### config.mk
export PLATFORM = sky130hd
export DESIGN_NAME = dcache_req_responder
export DESIGN_NICKNAME = d
export VERILOG_FILES = /design/src/rtl/dcache_req_responder_pkg.sv /design/src/rtl/dc_lane_extract.sv /design/src/rtl/dcache_req_responder.sv
export SDC_FILE = /design/constraint.sdc
export NUM_CORES = 1
export LEC_CHECK = 0
export CAP_MARGIN = 20
export CORE_MARGIN = 3
export CORE_UTILIZATION = 48
export CTS_CLUSTER_DIAMETER = 80
export DETAILED_ROUTE_END_ITERATION = 10
export PLACE_DENSITY_LB_ADDON = 0.15
export SLEW_MARGIN = 20
export SYNTH_ARGS = -nofsm -noshare
export SYNTH_HDL_FRONTEND = slang
export SYNTH_SLANG_ARGS = --single-unit
### constraint.sdc
create_clock -name core_clock_i -period 12.4 [get_ports core_clock_i]
set_input_delay 2.48 -clock core_clock_i [delete_from_list [all_inputs] [get_ports core_clock_i]]
set_output_delay 2.48 -clock core_clock_i [all_outputs]
set_load 0.03 [all_outputs]
### src/rtl/dcache_req_responder_pkg.sv
// Shared types and constants for the data-cache request responder.
package dcache_req_responder_pkg;

  localparam int LINE_WORDS = 32;
  localparam int SET_BITS   = 5;
  localparam int TAG_BITS   = 19;

  localparam logic [1:0] DC_OP_BYTE = 2'd0;
  localparam logic [1:0] DC_OP_HALF = 2'd1;
  localparam logic [1:0] DC_OP_WORD = 2'd2;

  typedef enum logic [2:0] {
    IDLE,
    BUSREQ,
    BEATS,
    TAGW,
    DONE
  } state_e;

endpackage

### src/rtl/dc_lane_extract.sv
// Picks the addressed byte/half/word out of a bus word and right-justifies it,
// zero-filling the upper bits.
module dc_lane_extract
  import dcache_req_responder_pkg::*;
(
  input  logic [1:0]  op_i,
  input  logic [1:0]  addr_lo_i,
  input  logic [31:0] rdata_i,
  output logic [31:0] data_o
);

  logic [7:0]  byte_lane;
  logic [15:0] half_lane;

  assign byte_lane = rdata_i[{addr_lo_i, 3'b000} +: 8];
  assign half_lane = addr_lo_i[1] ? rdata_i[31:16] : rdata_i[15:0];

  always_comb begin
    // NOTE: data_o gets a value before the case so no path through this block
    // leaves it unassigned; otherwise synthesis would infer a latch.
    data_o = rdata_i;
    case (op_i)
      DC_OP_BYTE: data_o = {24'b0, byte_lane};
      DC_OP_HALF: data_o = {16'b0, half_lane};
      default:    data_o = rdata_i;
    endcase
  end

endmodule

### src/rtl/dcache_req_responder.sv
// Data-cache miss responder: serves a load-queue request either as one uncached
// bus read or as a full line refill into the data BRAM followed by a tag write.
module dcache_req_responder #(
  parameter int LINE_WORDS = dcache_req_responder_pkg::LINE_WORDS,
  parameter int WAYS       = 2
) (
  input  logic        core_clock_i,
  input  logic        core_reset_i,
  input  logic        dc_req,
  input  logic [31:0] dc_addr,
  input  logic [1:0]  dc_op,
  input  logic        dc_uncached,
  output logic [31:0] dc_data,
  output logic        dc_cmp,
  output logic        mem_req_o,
  output logic [31:0] mem_addr_o,
  output logic        mem_burst_o,
  input  logic        mem_gnt_i,
  input  logic        mem_rvalid_i,
  input  logic [31:0] mem_rdata_i,
  output logic        bram_wr_en_o,
  output logic [10:0] bram_wr_addr_o,
  output logic [31:0] bram_wr_data_o,
  output logic        tag_wr_en_o,
  output logic [4:0]  tag_wr_set_o,
  output logic        tag_wr_way_o,
  output logic [18:0] tag_wr_tag_o
);
  import dcache_req_responder_pkg::*;

  localparam int BEAT_BITS = (LINE_WORDS > 1) ? $clog2(LINE_WORDS) : 1;
  localparam int WAY_BITS  = (WAYS > 1) ? $clog2(WAYS) : 1;
  localparam int OFF_BITS  = BEAT_BITS + 2;
  localparam int NUM_SETS  = 1 << SET_BITS;

  state_e state_q, state_d;

  logic [31:0]                        addr_q, addr_d;
  logic [1:0]                         op_q, op_d;
  logic                               unc_q, unc_d;
  logic [WAY_BITS-1:0]                victim_q, victim_d;
  logic [BEAT_BITS-1:0]               beat_q, beat_d;
  logic [NUM_SETS-1:0][WAY_BITS-1:0]  rr_q, rr_d;
  logic                               cooldown_q, cooldown_d;
  logic [31:0]                        dc_data_q, dc_data_d;
  logic                               dc_cmp_q, dc_cmp_d;
  logic                               mem_req_q, mem_req_d;
  logic                               bram_wr_en_q, bram_wr_en_d;
  logic [10:0]                        bram_wr_addr_q, bram_wr_addr_d;
  logic [31:0]                        bram_wr_data_q, bram_wr_data_d;
  logic                               tag_wr_en_q, tag_wr_en_d;

  logic [SET_BITS-1:0] req_set, cur_set;
  logic [31:0]         lane_data;
  logic                beat_fire, last_beat;

  assign req_set   = dc_addr[OFF_BITS +: SET_BITS];
  assign cur_set   = addr_q[OFF_BITS +: SET_BITS];
  assign beat_fire = (state_q == BEATS) && mem_rvalid_i;
  assign last_beat = (beat_q == BEAT_BITS'(LINE_WORDS - 1));

  dc_lane_extract u_lane (
    .op_i      (op_q),
    .addr_lo_i (addr_q[1:0]),
    .rdata_i   (mem_rdata_i),
    .data_o    (lane_data)
  );

  // NOTE: sequential state uses non-blocking assignments so every flop samples
  // pre-edge values, independent of the order the blocks are evaluated in.
  always_ff @(posedge core_clock_i or posedge core_reset_i) begin
    if (core_reset_i) state_q <= IDLE;
    else              state_q <= state_d;
  end

  always_comb begin
    state_d = state_q;
    case (state_q)
      IDLE:    if (dc_req && !cooldown_q) state_d = BUSREQ;
      BUSREQ:  if (mem_gnt_i) state_d = BEATS;
      BEATS: begin
        if (mem_rvalid_i) begin
          if (unc_q)          state_d = DONE;
          else if (last_beat) state_d = TAGW;
        end
      end
      TAGW:    state_d = DONE;
      DONE:    state_d = IDLE;
      default: state_d = IDLE;
    endcase
  end

  always_comb begin
    addr_d         = addr_q;
    op_d           = op_q;
    unc_d          = unc_q;
    victim_d       = victim_q;
    beat_d         = beat_q;
    rr_d           = rr_q;
    dc_data_d      = dc_data_q;
    bram_wr_addr_d = bram_wr_addr_q;
    bram_wr_data_d = bram_wr_data_q;

    // Request fields are captured only on acceptance; later input changes are ignored.
    if (state_q == IDLE && state_d == BUSREQ) begin
      addr_d   = dc_addr;
      op_d     = dc_op;
      unc_d    = dc_uncached;
      victim_d = rr_q[req_set];
    end

    bram_wr_en_d = beat_fire && !unc_q;
    if (bram_wr_en_d) begin
      bram_wr_addr_d = {victim_q, cur_set, beat_q};
      bram_wr_data_d = mem_rdata_i;
      beat_d         = beat_q + BEAT_BITS'(1);
    end

    if (beat_fire && unc_q) dc_data_d = lane_data;

    if (state_q == TAGW) begin
      rr_d[cur_set] = (rr_q[cur_set] == WAY_BITS'(WAYS - 1)) ? '0
                                                             : rr_q[cur_set] + WAY_BITS'(1);
    end

    mem_req_d   = (state_d == BUSREQ);
    tag_wr_en_d = (state_d == TAGW);
    dc_cmp_d    = (state_d == DONE);
    cooldown_d  = (state_q == DONE);
  end

  always_ff @(posedge core_clock_i or posedge core_reset_i) begin
    if (core_reset_i) begin
      addr_q         <= '0;
      op_q           <= '0;
      unc_q          <= 1'b0;
      victim_q       <= '0;
      beat_q         <= '0;
      // NOTE: the round-robin table is small flop storage, so it is cleared on
      // reset; a RAM-backed table could not be and would need an init sweep.
      rr_q           <= '0;
      cooldown_q     <= 1'b0;
      dc_data_q      <= '0;
      dc_cmp_q       <= 1'b0;
      mem_req_q      <= 1'b0;
      bram_wr_en_q   <= 1'b0;
      bram_wr_addr_q <= '0;
      bram_wr_data_q <= '0;
      tag_wr_en_q    <= 1'b0;
    end else begin
      addr_q         <= addr_d;
      op_q           <= op_d;
      unc_q          <= unc_d;
      victim_q       <= victim_d;
      beat_q         <= beat_d;
      rr_q           <= rr_d;
      cooldown_q     <= cooldown_d;
      dc_data_q      <= dc_data_d;
      dc_cmp_q       <= dc_cmp_d;
      mem_req_q      <= mem_req_d;
      bram_wr_en_q   <= bram_wr_en_d;
      bram_wr_addr_q <= bram_wr_addr_d;
      bram_wr_data_q <= bram_wr_data_d;
      tag_wr_en_q    <= tag_wr_en_d;
    end
  end

  assign dc_data        = dc_data_q;
  assign dc_cmp         = dc_cmp_q;
  assign mem_req_o      = mem_req_q;
  assign mem_addr_o     = unc_q ? {addr_q[31:2], 2'b00}
                                : {addr_q[31:OFF_BITS], {OFF_BITS{1'b0}}};
  assign mem_burst_o    = mem_req_q & ~unc_q;
  assign bram_wr_en_o   = bram_wr_en_q;
  assign bram_wr_addr_o = bram_wr_addr_q;
  assign bram_wr_data_o = bram_wr_data_q;
  assign tag_wr_en_o    = tag_wr_en_q;
  assign tag_wr_set_o   = cur_set;
  assign tag_wr_way_o   = victim_q;
  assign tag_wr_tag_o   = addr_q[OFF_BITS + SET_BITS +: TAG_BITS];

endmodule

==> results.py, run 1 <==
metrics = {
    "clock_network": {
        "cts_root_buf": "clkbuf_16",
        "cts_buffers": 17,
        "clkSinkCount": 156,
        "cts.clk_slew.worst_paths_ns": 0.06,
        "post-cts-setup-buffers": 0,
        "cts_hold_buffers": 0,
        "cts_tree": "yes",
        "post_cts_resized": 0,
        "ctsHtreeMaxLevel": 4,
        "insertion_delay_ns": 0.42,
        "cts_buffer_depth": 2,
    },
    "grt": {
        "grtUsageTotal_pct": 22.6,
        "grt_pass1_vias": 5545,
        "grt_pass1_wl_mm": 29.9,
        "grt_max_degree": 91,
        "grt-ovfl-total": 0,
        "antenna_found_initial": 1,
    },
    "critical_path": {
        "max_stage_delay_ns": 0.80,
        "worst-setup-path-type": "reg -> out",
        "start_kind": "flip-flop",
        "cp_slowest_cell": "dfrtp_1",
        "critical-path-top-delay-family": "flip-flops",
        "crit_chain": "clkdlybuf4s50_1",
        "cp.required_ns": 9.92,
        "startpoint": "addr_q[7]",
        "r2r_setup_slack_ns": 9.90,
        "end_kind": "output pin",
        "cp.arrival_ns": 2.02,
        "path_buf_inv": 1,
        "rr_startpoint": "addr_q[7]",
        "cp_max_fo": 16,
    },
    "logic_synthesis": {
        "ys_ff_latch": 156,
        "syn_area_per_cell_um2": 10.7,
        "synth-edff-count": 0,
        "ys_top_cells_by_area": "dfrtp_1 52%, nand2_1 9.9%, mux2_2 6.7%",
        "yosysWarnings": 0,
        "synth-async-reset-ratio_pct": 100,
        "syn_area_um2": 7450,
        "syn_inst": 698,
        "yosys.cell_types.count": 41,
        "synth_ff_type": "dfrtp_1",
        "synth_common_cells": "197 x nand2_1, 156 x dfrtp_1, 51 x buf_4, 44 x mux2_2, 40 x nor2_1",
        "seq_area_frac_synth_pct": 52.4,
        "synth_top_area_share_pct": 52.4,
        "yosysTopAreaCell": "dfrtp_1",
        "synth_most_common_cell": "nand2_1",
    },
    "routing": {
        "drt-total-wl_mm": 18.9,
        "first_pass_iters": 7,
        "via_per_inst": 5.33,
        "postRouteAntennaNets": 0,
        "routedWlPerCell_um": 18.3,
        "drt_iter0_drc": 337,
        "drc": 0,
        "dr_total_vias": 5514,
    },
    "worst_hold_path": {
        "hold_start": "bram_wr_data_o[20]",
        "hp-class": "reg -> reg",
    },
    "power_and_ir_drop": {
        "p_leak_nw": 4.48,
        "cellPowerDensity_nw_per_um2": 287,
        "ir_drop_uv": 150,
    },
    "die": {
        "fp.dieW_um": 131,
        "rows": 44,
        "die_h_um": 131,
        "core-area_um2": 14900,
        "ios": 209,
        "initial_core_util_pct": 50.1,
        "dieArea_um2": 17100,
    },
    "placed_design": {
        "dp_worst_setup_slack_ns": 7.70,
        "portBuffers": 206,
        "place_congestion": 0.876,
        "hpwl_mm": 13.3,
    },
    "sta": {
        "rsz0062_at_grt": "false",
        "fmax_mhz": 222,
        "relSlewSlack_pct": 29.6,
        "final.period_utilization_pct": 36.3,
        "slew_violations": 0,
        "fin_setup_tns_ns": 0,
        "finalClockSkew_ns": 0.00878,
        "final-setup-viol-count": 0,
        "tightest_slew_ns": 1.05,
        "setup_ws_ns": 7.90,
        "hold_viol_final": 0,
        "period_needed_ns": 4.50,
    },
    "outcome": {
        "status": "finished, final reports clean",
    },
    "final_layout": {
        "layout-area-overhead-vs-synth_pct": 31.7,
        "antenna_cells": 0,
        "fillers": 1168,
        "drive_above_1_share_pct": 13.6,
        "finalNetCount": 912,
    },
    "run": {
        "maxCapViolCount": 0,
    },
}
==> per-stage QoR <==
stage / hold slack (ns) / cell area (µm²) / total power, W / cells / util (%)
CTS: 0.479 / 9810 / 0.00284 / 1035 / 66.0
global route: 0.499 / 9810 / 0.00297 / 1035 / 66.0
floorplan: 0.458 / 7450 / 0.00187 / 699 / -
finish: 0.471 / 9810 / 0.00282 / 1035 / 66.0
detailed placement: 0.461 / 9200 / 0.00229 / 1003 / 61.9
global placement: 0.459 / 9200 / 0.00227 / 1003 / 61.9
==> flip-flops by register name, summed over array words and instances (netlist names) <==
register and flops:
tag_wr_en_o 1, dc_data 32, tag_wr_way_o 1, state_q 3, addr_q 32, bram_wr_addr_o 11, op_q 2, mem_req_o 1
bram_wr_en_o 1, cooldown_q 1, rr_q 32, bram_wr_data_o 32, beat_q 5, dc_cmp 1, unc_q 1
==> report_power, final <==
part | switching, W | internal (W) | leakage, nW
Clock | 0.000216 | 0.000321 | 0.304
Sequential | 0.000197 | 0.000718 | 2.00
Combinational | 0.000765 | 0.000601 | 2.17
==> placed cells by master (no fill, tap or decap), drive strengths merged, types with 2 or more instances in the layout <==
cell type and instances:
nor3b 2, a311oi 2, clkinv 7, mux2i 15, buf 4, ha 2
inv 8, and2 6, o21ai 33, or3b 2, nand4 2, nor2b 7
mux2 74, nand3b 5, clkdlybuf4s50 206, clkbuf 17, xnor2 3, nand4b 2
nand2 197, o22ai 5, conb 2, a21o 2, a222oi 8, or3 2
nand3 6, mux4 8, bufinv 3, nor2 40, or2 2, and3 3
a21oi 5, a22oi 10, dfrtp 156
==> worst min-delay path, cell delays in order (launching register included) <==
cell and delay, ns:
dfrtp_1 0.34, nand2_1 0.05, nand2_1 0.05
==> path summary, 6_finish.rpt <==
kind / end / cells past startpoint
max: tag_wr_set_o[0] / 1
min: bram_wr_data_o[20] / 2
max reg2reg: rr_q[24] / 4
min reg2reg: bram_wr_data_o[20] / 2
max in group asynchronous: beat_q[2] / 3
min in group asynchronous: addr_q[21] / 2
==> cell families after synthesis <==
| kind of cell | Yosys count | synth area share (%) |
|---|---|---|
| AND/OR/NAND/NOR | 279 | 15.7 |
| other | 1 | 0.0503 |
| flip-flops | 156 | 52.4 |
| AO/OA/AOI/OAI | 67 | 5.71 |
| adder cells (fa/ha/maj) | 2 | 0.336 |
| buffers and inverters | 93 | 7.94 |
| XOR/XNOR | 3 | 0.353 |
| multiplexers | 97 | 17.5 |
==> metal layers <==
layer	share of wire [%]	GRT usage [%]	vias up
met4	2.1	7.44	2
li1	-	-	2582
met1	41	29.6	2717
met3	7.0	6.99	24
met2	49	36.2	189
met5	0.058	0	-
==> area by class of cell <==
type / count / area, µm² / share of cell area [%]
tap: 184 / 230 / 2.35
sequential: 156 / 3900 / 39.8
clock inverter: 15 / 186 / 1.90
multi-input combinational: 450 / 2960 / 30.2
timing repair buffer: 210 / 2090 / 21.3
clock buffer: 17 / 425 / 4.34
inverter: 3 / 16.3 / 0.166
(Power assumes the default switching activity.)
==> run 2: changes to the inputs <==
==> constraint.sdc (replaced) <==
create_clock -name core_clock_i -period 4.2 [get_ports core_clock_i]
set_input_delay 0.84 -clock core_clock_i [delete_from_list [all_inputs] [get_ports core_clock_i]]
set_output_delay 0.84 -clock core_clock_i [all_outputs]
set_load 0.03 [all_outputs]
==> run 2 against run 1 <==
Against the previous run: die area stayed put; register-to-register slack got worse by 8.2 ns; critical path depth unchanged; non-clock buffer count grew 3; sequential share of layout area is 0.17 points lower; clock power grew to 2.8 times the previous value; combinational power rose to 3.0 times the previous value; sequential power rose to 2.9 times the previous value; flip-flop and latch count did not move; worst hold slack gained 0.0048 ns; first-iteration DRC count increased by 12%; via count rose by 1.0%; largest cell class unchanged.
==> results.py, run 2 (synthesis results as in run 1) <==
metrics = {
    "final_layout": {
        "final_common_cell": "clkdlybuf4s50_1",
        "antenna_cells": 0,
        "drive_above_1_share_pct": 13.9,
        "fillers": 1185,
        "multiInputGateArea_um2": 2960,
        "final_cell_mix": "206 x clkdlybuf4s50_1, 197 x nand2_1, 156 x dfrtp_1",
        "finalNetCount": 915,
        "seq_area_um2": 3900,
        "layout-area-overhead-vs-synth_pct": 32.3,
    },
    "sta": {
        "final-setup-viol-count": 0,
        "final.period_utilization_pct": 68.3,
        "fmax_mhz": 349,
        "relSlewSlack_pct": 28.7,
        "hold_viol_final": 0,
        "rsz0062_at_grt": "false",
        "slew_violations": 0,
        "period_needed_ns": 2.87,
        "finalClockSkew_ns": 0.00770,
        "fin_setup_tns_ns": 0,
        "tightest_slew_ns": 1.07,
    },
    "power_and_ir_drop": {
        "p_leak_nw": 4.48,
        "ir_drop_uv": 409,
        "intPower_w": 0.00478,
        "swShare_pct": 42.2,
        "p_clk_share_pct": 18.4,
        "p_sw_w": 0.00349,
        "p_total_w": 0.00827,
        "cellPowerDensity_nw_per_um2": 839,
        "seqPwrFrac_pct": 32.6,
        "combinationalPowerShare_pct": 49.1,
    },
    "placed_design": {
        "place_congestion": 0.888,
        "hpwl_mm": 13.7,
        "portBuffers": 206,
    },
    "critical_path": {
        "critical-path-top-delay-family": "flip-flops",
        "rr_startpoint": "addr_q[7]",
        "worst-setup-path-type": "reg -> out",
        "r2r_setup_slack_ns": 1.68,
        "path_buf_inv": 1,
        "cp.arrival_ns": 2.03,
        "cp_max_fo": 16,
        "crit_chain": "clkdlybuf4s50_1",
        "r2r_cells": 4,
        "cp.depth": 1,
        "startpoint": "addr_q[7]",
        "cp-endpoint": "tag_wr_set_o[0]",
        "timing.rr.end": "rr_q[3]",
        "cp_slowest_cell": "dfrtp_1",
        "start_kind": "flip-flop",
        "max_stage_delay_ns": 0.81,
        "cp.required_ns": 3.36,
        "end_kind": "output pin",
    },
    "clock_network": {
        "cts_buffers": 17,
        "post_cts_resized": 0,
        "ctsHtreeMaxLevel": 4,
        "insertion_delay_ns": 0.42,
        "cts_root_buf": "clkbuf_16",
        "cts_hold_buffers": 0,
        "post-cts-setup-buffers": 0,
        "cts_buffer_depth": 2,
        "clkSinkCount": 156,
        "cts.clk_slew.worst_paths_ns": 0.06,
        "cts_tree": "yes",
    },
    "routing": {
        "drc": 0,
        "postRouteAntennaNets": 0,
        "via_per_inst": 5.37,
        "routedWlPerCell_um": 18.7,
        "drt-total-wl_mm": 19.4,
        "drt_iter0_drc": 376,
        "first_pass_iters": 5,
        "dr_total_vias": 5570,
    },
    "die": {
        "fp.dieW_um": 131,
        "dieArea_um2": 17100,
        "core-area_um2": 14900,
        "ios": 209,
        "initial_core_util_pct": 50.1,
        "rows": 44,
        "die_h_um": 131,
    },
    "grt": {
        "grtUsageTotal_pct": 23.1,
        "antenna_found_initial": 1,
        "grt-ovfl-total": 0,
        "grt_max_degree": 67,
        "grt_pass1_vias": 5705,
        "grt_pass1_wl_mm": 30.4,
    },
    "run": {
        "maxCapViolCount": 0,
    },
    "worst_hold_path": {
        "hold_start": "bram_wr_addr_o[5]",
        "hp-class": "reg -> reg",
    },
    "outcome": {
        "status": "finished, final reports clean",
    },
}
run 2: layout make-up:
type                       instances  area share [%]
clock buffer                      17            4.32
clock inverter                    15            1.71
inverter                           3           0.152
multi-input combinational        450            30.0
sequential                       156            39.6
tap                              184            2.34
timing repair buffer             213            21.8
run 2: worst min-delay path by stage:
stage	to	slack, ns	cells past startpoint
after global placement	bram_wr_data_o[10]	0.46	2
final	bram_wr_addr_o[5]	0.48	2
after CTS	bram_wr_addr_o[2]	0.48	2
after global routing	bram_wr_addr_o[5]	0.50	2
after floorplan	cooldown_q	0.46	1
after detailed placement	bram_wr_data_o[8]	0.46	2
run 2: power groups by stage:
| stage | Combinational (W) | Clock [W] | Sequential [W] |
|---|---|---|---|
| floorplan | 0.00242 | 0 | 0.00310 |
| global placement | 0.00401 | 0 | 0.00268 |
| detailed placement | 0.00409 | 0 | 0.00271 |
| CTS | 0.00410 | 0.00156 | 0.00269 |
| global route | 0.00433 | 0.00162 | 0.00279 |
| finish | 0.00406 | 0.00152 | 0.00269 |
run 2: layer usage:
metal,part of all wire [%],vias to the layer above,global-route usage (%)
li1,-,2588,-
met1,42,2752,29.7
met2,49,195,37.2
met3,7.5,33,7.52
met4,2.3,2,7.80
met5,0.067,-,0
run 2: metrics by stage:
stage	hold WS [ns]	instance area [µm²]	cells	utilization, %	worst slack (ns)
2_1_floorplan	0.458	7460	699	-	1.39
3_3_place_gp	0.458	9240	1005	62.2	1.24
3_5_place_dp	0.463	9240	1005	62.2	1.16
4_1_cts	0.479	9830	1037	66.2	1.32
5_1_grt	0.499	9850	1038	66.3	1.27
6_report	0.476	9850	1038	66.3	1.33
